File: config.mk
export PLATFORM = sky130hd
export DESIGN_NAME = mdu
export DESIGN_NICKNAME = d
export VERILOG_FILES = /design/src/rtl/mdu_pkg.sv /design/src/rtl/mdu_div_core.sv /design/src/rtl/mdu.sv
export SDC_FILE = /design/constraint.sdc
export NUM_CORES = 1
export LEC_CHECK = 0
export ABC_AREA = 0
export BUFFER_PORTS_ARGS = -buffer_cell sky130_fd_sc_hd__clkbuf_2
export CAP_MARGIN = 20
export CORE_UTILIZATION = 40
export CTS_BUF_LIST = sky130_fd_sc_hd__clkbuf_16
export CTS_CLUSTER_SIZE = 24
export DETAILED_ROUTE_END_ITERATION = 8
export GPL_TIMING_DRIVEN = 0
export PLACE_DENSITY = 0.56
export SYNTH_ARGS = -nofsm -noshare
export SYNTH_HDL_FRONTEND = slang
export SYNTH_HIERARCHICAL = 1
export SYNTH_SLANG_ARGS = --single-unit
export TNS_END_PERCENT = 10
File: constraint.sdc
create_clock -name clk -period 5.1 [get_ports clk]
set_clock_uncertainty 0.1 [all_clocks]
set_input_delay 0.51 -clock clk [delete_from_list [all_inputs] [get_ports clk]]
set_output_delay 0.51 -clock clk [all_outputs]
set_load 0.02 [all_outputs]
File: src/rtl/mdu_pkg.sv
// Shared decode constants and state encoding for the multiply/divide unit.
// The funct codes are the single source for both the ALU and the MDU decoders.
package mdu_pkg;

    localparam logic [5:0] FUNCT_MTHI  = 6'b010001;
    localparam logic [5:0] FUNCT_MTLO  = 6'b010011;
    localparam logic [5:0] FUNCT_MULT  = 6'b011000;
    localparam logic [5:0] FUNCT_MULTU = 6'b011001;
    localparam logic [5:0] FUNCT_DIV   = 6'b011010;
    localparam logic [5:0] FUNCT_DIVU  = 6'b011011;

    typedef enum logic {
        ST_IDLE = 1'b0,
        ST_RUN  = 1'b1
    } mdu_state_e;

    function automatic logic is_iter_op(input logic [5:0] op);
        return (op == FUNCT_MULT) || (op == FUNCT_MULTU) ||
               (op == FUNCT_DIV)  || (op == FUNCT_DIVU);
    endfunction

    function automatic logic is_mul_op(input logic [5:0] op);
        return (op == FUNCT_MULT) || (op == FUNCT_MULTU);
    endfunction

    function automatic logic is_signed_op(input logic [5:0] op);
        return (op == FUNCT_MULT) || (op == FUNCT_DIV);
    endfunction

endpackage

File: src/rtl/mdu_div_core.sv
// Iterative restoring divider datapath: one quotient bit per step on unsigned
// operands. Exposes the next-step quotient/remainder so the final step can be
// committed straight into Hi/Lo.
module mdu_div_core #(
    parameter int WIDTH = 32
) (
    input  logic             clk,
    input  logic             reset,
    input  logic             load,
    input  logic             step,
    input  logic [WIDTH-1:0] dividend,
    input  logic [WIDTH-1:0] divisor,
    output logic [WIDTH-1:0] quo_nxt,
    output logic [WIDTH-1:0] rem_nxt
);

    logic [WIDTH-1:0] quo_q, quo_d;
    logic [WIDTH-1:0] rem_q, rem_d;
    logic [WIDTH-1:0] dsr_q, dsr_d;
    logic [WIDTH:0]   minuend;
    logic [WIDTH-1:0] diff;
    logic             fits;

    // The true difference is always below 2^WIDTH when it fits, so the low
    // WIDTH bits of the subtraction are exact.
    always_comb begin
        minuend = {rem_q, quo_q[WIDTH-1]};
        fits    = (minuend >= {1'b0, dsr_q});
        diff    = minuend[WIDTH-1:0] - dsr_q;
        rem_nxt = fits ? diff : minuend[WIDTH-1:0];
        quo_nxt = {quo_q[WIDTH-2:0], fits};

        quo_d = quo_q;
        rem_d = rem_q;
        dsr_d = dsr_q;
        if (load) begin
            quo_d = dividend;
            rem_d = '0;
            dsr_d = divisor;
        end else if (step) begin
            quo_d = quo_nxt;
            rem_d = rem_nxt;
        end
    end

    always_ff @(posedge clk) begin
        if (reset) begin
            quo_q <= '0;
            rem_q <= '0;
            dsr_q <= '0;
        end else begin
            quo_q <= quo_d;
            rem_q <= rem_d;
            dsr_q <= dsr_d;
        end
    end

endmodule

File: src/rtl/mdu.sv
// MIPS multiply/divide unit: owns Hi/Lo, runs mult/div over WIDTH cycles and
// applies the signed fix-up on the final cycle.
//   state   | meaning
//   IDLE    | Hi/Lo stable, Start with a legal Op is accepted
//   RUN     | mult/div iterating, one bit per cycle, Start ignored
module mdu
    import mdu_pkg::*;
#(
    parameter int WIDTH = 32
) (
    input  logic             clk,
    input  logic             reset,
    input  logic             Start,
    input  logic [5:0]       Op,
    input  logic [WIDTH-1:0] A,
    input  logic [WIDTH-1:0] B,
    output logic             Busy,
    output logic             Done,
    output logic [WIDTH-1:0] Hi,
    output logic [WIDTH-1:0] Lo
);

    localparam int CNT_W = $clog2(WIDTH);
    localparam logic [CNT_W-1:0] CNT_LAST = CNT_W'(WIDTH - 1);

    mdu_state_e         state_q, state_d;
    logic [CNT_W-1:0]   cnt_q, cnt_d;
    logic [5:0]         op_q, op_d;
    logic [WIDTH-1:0]   a_q, a_d;
    logic               neg_res_q, neg_res_d;
    logic               neg_rem_q, neg_rem_d;
    logic               div_zero_q, div_zero_d;
    logic [WIDTH-1:0]   mcand_q, mcand_d;
    logic [2*WIDTH-1:0] prod_q, prod_d;
    logic [WIDTH-1:0]   hi_q, hi_d;
    logic [WIDTH-1:0]   lo_q, lo_d;
    logic               done_q, done_d;

    logic               op_signed;
    logic [WIDTH-1:0]   mag_a, mag_b;
    logic [WIDTH:0]     mul_sum;
    logic [2*WIDTH-1:0] prod_step;
    logic [2*WIDTH-1:0] prod_fix;
    logic [WIDTH-1:0]   quo_nxt, rem_nxt;
    logic [WIDTH-1:0]   quo_fix, rem_fix;
    logic               div_load, div_step;

    assign op_signed = is_signed_op(Op);
    assign mag_a     = (op_signed && A[WIDTH-1]) ? -A : A;
    assign mag_b     = (op_signed && B[WIDTH-1]) ? -B : B;

    // Shift-add: upper half accumulates, multiplier bits retire from the bottom.
    assign mul_sum   = {1'b0, prod_q[2*WIDTH-1:WIDTH]} +
                       (prod_q[0] ? {1'b0, mcand_q} : {(WIDTH+1){1'b0}});
    assign prod_step = {mul_sum, prod_q[WIDTH-1:1]};
    assign prod_fix  = neg_res_q ? -prod_step : prod_step;
    assign quo_fix   = neg_res_q ? -quo_nxt : quo_nxt;
    assign rem_fix   = neg_rem_q ? -rem_nxt : rem_nxt;

    mdu_div_core #(
        .WIDTH(WIDTH)
    ) u_div_core (
        .clk     (clk),
        .reset   (reset),
        .load    (div_load),
        .step    (div_step),
        .dividend(mag_a),
        .divisor (mag_b),
        .quo_nxt (quo_nxt),
        .rem_nxt (rem_nxt)
    );

    always_comb begin
        state_d    = state_q;
        cnt_d      = cnt_q;
        op_d       = op_q;
        a_d        = a_q;
        neg_res_d  = neg_res_q;
        neg_rem_d  = neg_rem_q;
        div_zero_d = div_zero_q;
        mcand_d    = mcand_q;
        prod_d     = prod_q;
        hi_d       = hi_q;
        lo_d       = lo_q;
        done_d     = 1'b0;
        div_load   = 1'b0;
        div_step   = 1'b0;

        case (state_q)
            ST_IDLE: begin
                if (Start) begin
                    if (Op == FUNCT_MTHI) begin
                        hi_d = A;
                    end else if (Op == FUNCT_MTLO) begin
                        lo_d = A;
                    end else if (is_iter_op(Op)) begin
                        state_d    = ST_RUN;
                        cnt_d      = '0;
                        op_d       = Op;
                        a_d        = A;
                        neg_res_d  = op_signed && (A[WIDTH-1] ^ B[WIDTH-1]);
                        neg_rem_d  = op_signed && A[WIDTH-1];
                        div_zero_d = (B == '0);
                        mcand_d    = mag_a;
                        prod_d     = {{WIDTH{1'b0}}, mag_b};
                        div_load   = 1'b1;
                    end
                end
            end
            ST_RUN: begin
                cnt_d = cnt_q + 1'b1;
                if (is_mul_op(op_q)) begin
                    prod_d = prod_step;
                end else begin
                    div_step = 1'b1;
                end
                if (cnt_q == CNT_LAST) begin
                    state_d = ST_IDLE;
                    cnt_d   = '0;
                    done_d  = 1'b1;
                    if (is_mul_op(op_q)) begin
                        {hi_d, lo_d} = prod_fix;
                    end else if (div_zero_q) begin
                        // Divide by zero leaves the dividend visible in Hi.
                        hi_d = a_q;
                        lo_d = '1;
                    end else begin
                        hi_d = rem_fix;
                        lo_d = quo_fix;
                    end
                end
            end
            default: state_d = ST_IDLE;
        endcase
    end

    always_ff @(posedge clk) begin
        if (reset) begin
            state_q    <= ST_IDLE;
            cnt_q      <= '0;
            op_q       <= '0;
            a_q        <= '0;
            neg_res_q  <= 1'b0;
            neg_rem_q  <= 1'b0;
            div_zero_q <= 1'b0;
            mcand_q    <= '0;
            prod_q     <= '0;
            hi_q       <= '0;
            lo_q       <= '0;
            done_q     <= 1'b0;
        end else begin
            state_q    <= state_d;
            cnt_q      <= cnt_d;
            op_q       <= op_d;
            a_q        <= a_d;
            neg_res_q  <= neg_res_d;
            neg_rem_q  <= neg_rem_d;
            div_zero_q <= div_zero_d;
            mcand_q    <= mcand_d;
            prod_q     <= prod_d;
            hi_q       <= hi_d;
            lo_q       <= lo_d;
            done_q     <= done_d;
        end
    end

    assign Busy = (state_q == ST_RUN);
    assign Done = done_q;
    assign Hi   = hi_q;
    assign Lo   = lo_q;

endmodule
Word-level counts from Yosys, hierarchy flattened
Index checks and enable logic that the tools add are counted.

Bits of input ports: 73. Register bits after elaboration: 304.

Reduce and logical (&&, ||, !) cells: 17. Bitwise gates (word level): 4. Magnitude comparators: 1. Equality and inequality tests: 17. Muxes and demuxes: 44. Add/subtract/negate cells: 8.

Operator list (count): 2-to-1 mux 32 bit (19); 2-to-1 mux 64 bit (6); negation 32 bit (4); case mux 32 bit (2 select lines) (2); case mux 64 bit (2 select lines) (1); negation 64 bit (1); equality test 6 x 5 -> 1 bit, second input constant (8); adder 32 x 32 -> 33 bit (1); >= comparator 33 x 32 -> 1 bit (1); zero test 32 bit (1); subtractor 32 bit (1); 2-to-1 mux 5 bit (5); inequality test 2 bit, second input constant (6); case mux 5 bit (2 select lines) (1); AND reduction 5 bit (2); 2-to-1 mux 1 bit (9); AND reduction 4 bit (2); adder 5 x 1 -> 5 bit, second input constant (1); equality test 5 bit, second input constant (1); logical OR 1 bit (5); inequality test 2 x 1 -> 1 bit, second input constant (2); OR reduction 2 bit (2); logical AND 1 bit (3); NOT 1 bit (3); other kinds (4) (4).

Logic depth before layout (Yosys ltp)
Word-level depth: 10. Mapped depth: 24.

Hierarchy
The synthesis kept the hierarchy.

By module, submodules not included: mdu (sequential area each 4124.0 µm², times used 1, cells an instance 2036, area an instance 14938.1 µm²); mdu_div_core (sequential area each 1921.8 µm², times used 1, cells an instance 820, area an instance 6362.4 µm²).

Least setup slack after synthesis
No wires, ideal clock.

Kind: register to register. Start point: register u_div_core.dsr_q[28]. End point: register hi_q[31], in the netlist Hi[31]. Required time: 4.866 ns. Arrival: 4.947 ns. Cell stages (with the launch flop): 21. Setup time: 0.134 ns. Clock period less this slack: 5.181 ns. Slack: -0.081 ns. Cells stage by stage: dfxtp_1 inv_1 ha_1 a21o_1 a21o_1 a211o_1 a2111oi_1 nand3b_1 buf_2 mux2_1 or4_1 nor2_1 or4b_1 or3b_2 o41ai_1 xor2_1 nor2_1 a21oi_1 o211ai_1 a21oi_1 a211oi_1.

Longest elaborated chain between the ends: 8.

RTL lines: start: declaration (RTL line mdu_div_core.sv:19) `logic [WIDTH-1:0] dsr_q, dsr_d;`; start signal: assignment (RTL line mdu_div_core.sv:54) `dsr_q <= dsr_d;`; >= comparator 33 x 32 -> 1 bit (RTL line mdu_div_core.sv:28) `fits = (minuend >= {1'b0, dsr_q});`; 2-to-1 mux 32 bit (RTL line mdu_div_core.sv:30) `rem_nxt = fits ? diff : minuend[WIDTH-1:0];`; named net rem_nxt[8] (RTL line mdu.sv:44) `logic [WIDTH-1:0] quo_nxt, rem_nxt;`; negation 32 bit (RTL line mdu.sv:58) `assign rem_fix = neg_rem_q ? -rem_nxt : rem_nxt;`; 2-to-1 mux 32 bit (RTL line mdu.sv:58); 2-to-1 mux 32 bit (RTL line mdu.sv:123) `end else if (div_zero_q) begin`; 2-to-1 mux 32 bit (RTL line mdu.sv:121) `if (is_mul_op(op_q)) begin`; 2-to-1 mux 32 bit (RTL line mdu.sv:117) `if (cnt_q == CNT_LAST) begin`; case mux 32 bit (2 select lines) (RTL line mdu.sv:89) `case (state_q)`; end signal: assignment (RTL line mdu.sv:161) `hi_q <= hi_d;`; end: declaration (RTL line mdu.sv:35) `logic [WIDTH-1:0] hi_q, hi_d;`.

The timed path passes the listed nets, and every way through them passes these cells. The select of a mux whose other input is x is not followed. A chain may end at the register's enable or synchronous reset.

Worst setup path in the final report
Start point: register u_div_core.dsr_q[27]. End point: register hi_q[31], in the netlist Hi[31].

Same word-level chain as after synthesis.

==> reports/results.tsv <==
metric	value	unit
Root Driver	clkbuf_16	
Clock Sinks	302	
worst min path class	in -> reg	
CP startpoint kind	register	
fin. max-slew vios	0	
die area	54200	µm²
Setup WS pre-CTS	-1150	ps
area delta synth->final	17.0	%
P_int	4.78	mW
synthesized area per cell	7.46	µm²
H-tree Lvls	2	
Unique masters post-synth	97	
CTS Buf Count	39	
VDD IR max	227	µV
synthesized instance count	2856	
Post-Route WL	96500	µm
combinational power share	29.0	%
Switching Fraction	34.6	%
WL met2	41400	µm
Layout fillers	5444	
ys async rst share	0	%
RSZ-0062 raised after global routing	yes	
Tmin final	5360	ps
Slew @ Worst Pin	1200	ps
Die W	233	µm
share of layout cells above drive strength 1	14.3	%
uppermost layer routed	met4	
die height	233	µm
metal3 WL	8880	µm
M1 WL	42000	µm
syn nets	3002	
Slew headroom	19.3	%
# IOs	139	
fin worst setup slack	-260	ps
DRC viols	0	
ANT nets after route	0	
Net Switching	2.53	mW
Final HPWL DP	76500	µm
critical path class	reg -> reg	
drt first pass iters	5	
setup TNS	-2330	ps
largest cells by area after synthesis	dfxtp_1 (28%), nor2_1 (6.8%), nand2_1 (6.2%)	
CTS clk-pin slew, worst paths	60	ps
Vias	23000	
DR vias/cell	6.09	
synth warn	6	
PortBufs	137	
Mapped Area	21300	µm²
CTS tree	done	
CP endpoint kind	register	
worst skew pair latency	570	ps
Tcrit/Tclk final	105	%
Leakage	9.43	nW
max_cap viols	0	
top-area cell type share of the netlist area	28.4	%
violated checks	negative setup slack	
final hold slack	135	ps
Arr. time, crit path	5660	ps
Nets	3202	
status	finished with violations	
Starting Density	40.5	%
largest net degree at the start of global routing	13	
top cell type by total area after synthesis	dfxtp_1	
register area share after synthesis	28.4	%
Setup crit start	u_div_core/dsr_q[27]	
Main synth FF type	dfxtp_1	
EDFF count, synth	0	
Reg power frac	33.1	%
Req. time, crit path	5400	ps
utilization after layout	47.4	%
GPL Wtd Cong	0.978	
first-pass GRT wire length	138000	µm
PwrDens	293	nW/µm²
clk buf depth	3	
register bit total from synthesis	302	
DRT iter0 DRCs	2331	
Worst Hold Launch	A[9]	
worst-path maximum fanout	5	
most common cell in the netlist	nor2_1	
fmax	187	MHz
GRT overflow	0	
commonest cells in the netlist	nor2_1 (384), nand2_1 (351), dfxtp_1 (302), a21oi_1 (223), clkbuf_1 (151)	
Worst R2R Start	u_div_core/dsr_q[27]	
flop-to-flop setup slack	-260	ps
gr usage total	34.6	%
number of global-route vias before repair	21100	
final setup vio count	17	
initial antenna violation count	3	
core area	52600	µm²
Routed wire per std cell	25.6	µm
Final Hold Fails	0	
power share of the clock group	38.0	%
Rows	84	
kinds of logic (layout without fill, tap and decap cells):
family                   after synthesis  after routing  share of synthesized area (%)
AND/OR/NAND/NOR                     1104           1104                           24.0
buffers and inverters                304            534                           6.52
other                                  0              2                              0
AO/OA/AOI/OAI                        764            764                           23.4
XOR/XNOR                             220            220                           9.05
flip-flops                           302            302                           28.4
multiplexers                          89             89                           4.31
adder cells (fa/ha/maj)               73             73                           4.36
metal layers:
metal  global-route usage (%)  vias to the layer above
li1                         -                    10600
met1                     47.7                    11100
met2                     52.6                     1141
met3                     6.88                      195
met4                     13.8                        0
met5                        0                        -
power groups by stage:
stage	Sequential, mW	Combinational (mW)	Clock [mW]
final	2.42	2.12	2.77
after detailed placement	2.46	1.78	0
after floorplan	2.46	1.12	0
after CTS	2.42	1.98	2.80
after global routing	2.42	2.22	2.88
after global placement	2.46	1.78	0
per-stage QoR:
step / power (mW) / std cells / cell area, µm²
global placement: 4.24 / 3681 / 22900
global route: 7.52 / 3775 / 24900
floorplan: 3.58 / 2856 / 21300
finish: 7.31 / 3776 / 24900
detailed placement: 4.25 / 3682 / 22900
CTS: 7.19 / 3768 / 24700
path summary, 6_finish.rpt:
| kind | endpoint | depth (start not counted) |
|---|---|---|
| setup / recovery | Hi[31] | 21 |
| hold / removal | a_q[9] | 3 |
| setup reg to reg | Hi[31] | 21 |
| hold reg to reg | Hi[4] | 2 |
worst max-delay path, cell delays in order, from the launching register on:
cell      delay (ps)
dfxtp_2          340
inv_2             90
ha_4             310
and4_4           230
nand4_1          140
buf_4            170
or3_1            330
o22ai_1          100
nand3b_1         170
buf_6            170
mux2_4           330
or4_4            560
nor2_4           100
or4b_4           470
or3b_4           460
o41ai_2          240
xor2_1           260
nor2_1            70
a21oi_1          170
o211ai_1         110
a21oi_1          210
a211oi_2          60
sequential cells by signal (all words and copies together), names as in the netlist, 5 cells and up:
signal,flops
prod_q,64
Hi,32
Lo,32
a_q,32
u_div_core/dsr_q,32
u_div_core/quo_q,32
u_div_core/rem_q,32
mcand_q,31
cnt_q,5
op_q,5
cell usage in the layout (no fill, tap or decap), drive strengths merged, types with 45 or more instances in the layout:
cell type / instances
mux2i: 73
nand3: 73
nor2: 386
ha: 71
buf: 100
dfxtp: 302
inv: 86
xnor2: 127
a21oi: 223
o21ai: 144
clkbuf: 324
xor2: 93
nand2: 351
nor3: 68
o31ai: 45
and2: 48
a31oi: 58
repair_timing:
item,CTS,global route
hold buffers,0,0
resized for setup,106,47
pin swaps,28,29
setup buffers,23,8
setup endpoints to repair,35,39
cell type report:
type / count / area [µm²] / area share, %
timing repair buffer: 169 / 923 / 3.70
buffer: 214 / 1070 / 4.29
antenna: 2 / 5.00 / 0.0201
clock buffer: 41 / 1030 / 4.12
tap: 688 / 861 / 3.45
inverter: 80 / 308 / 1.23
multi-input combinational: 2250 / 14400 / 57.9
clock inverter: 30 / 243 / 0.974
sequential: 302 / 6060 / 24.3
No activity file was read; power rests on OpenSTA's default activity.
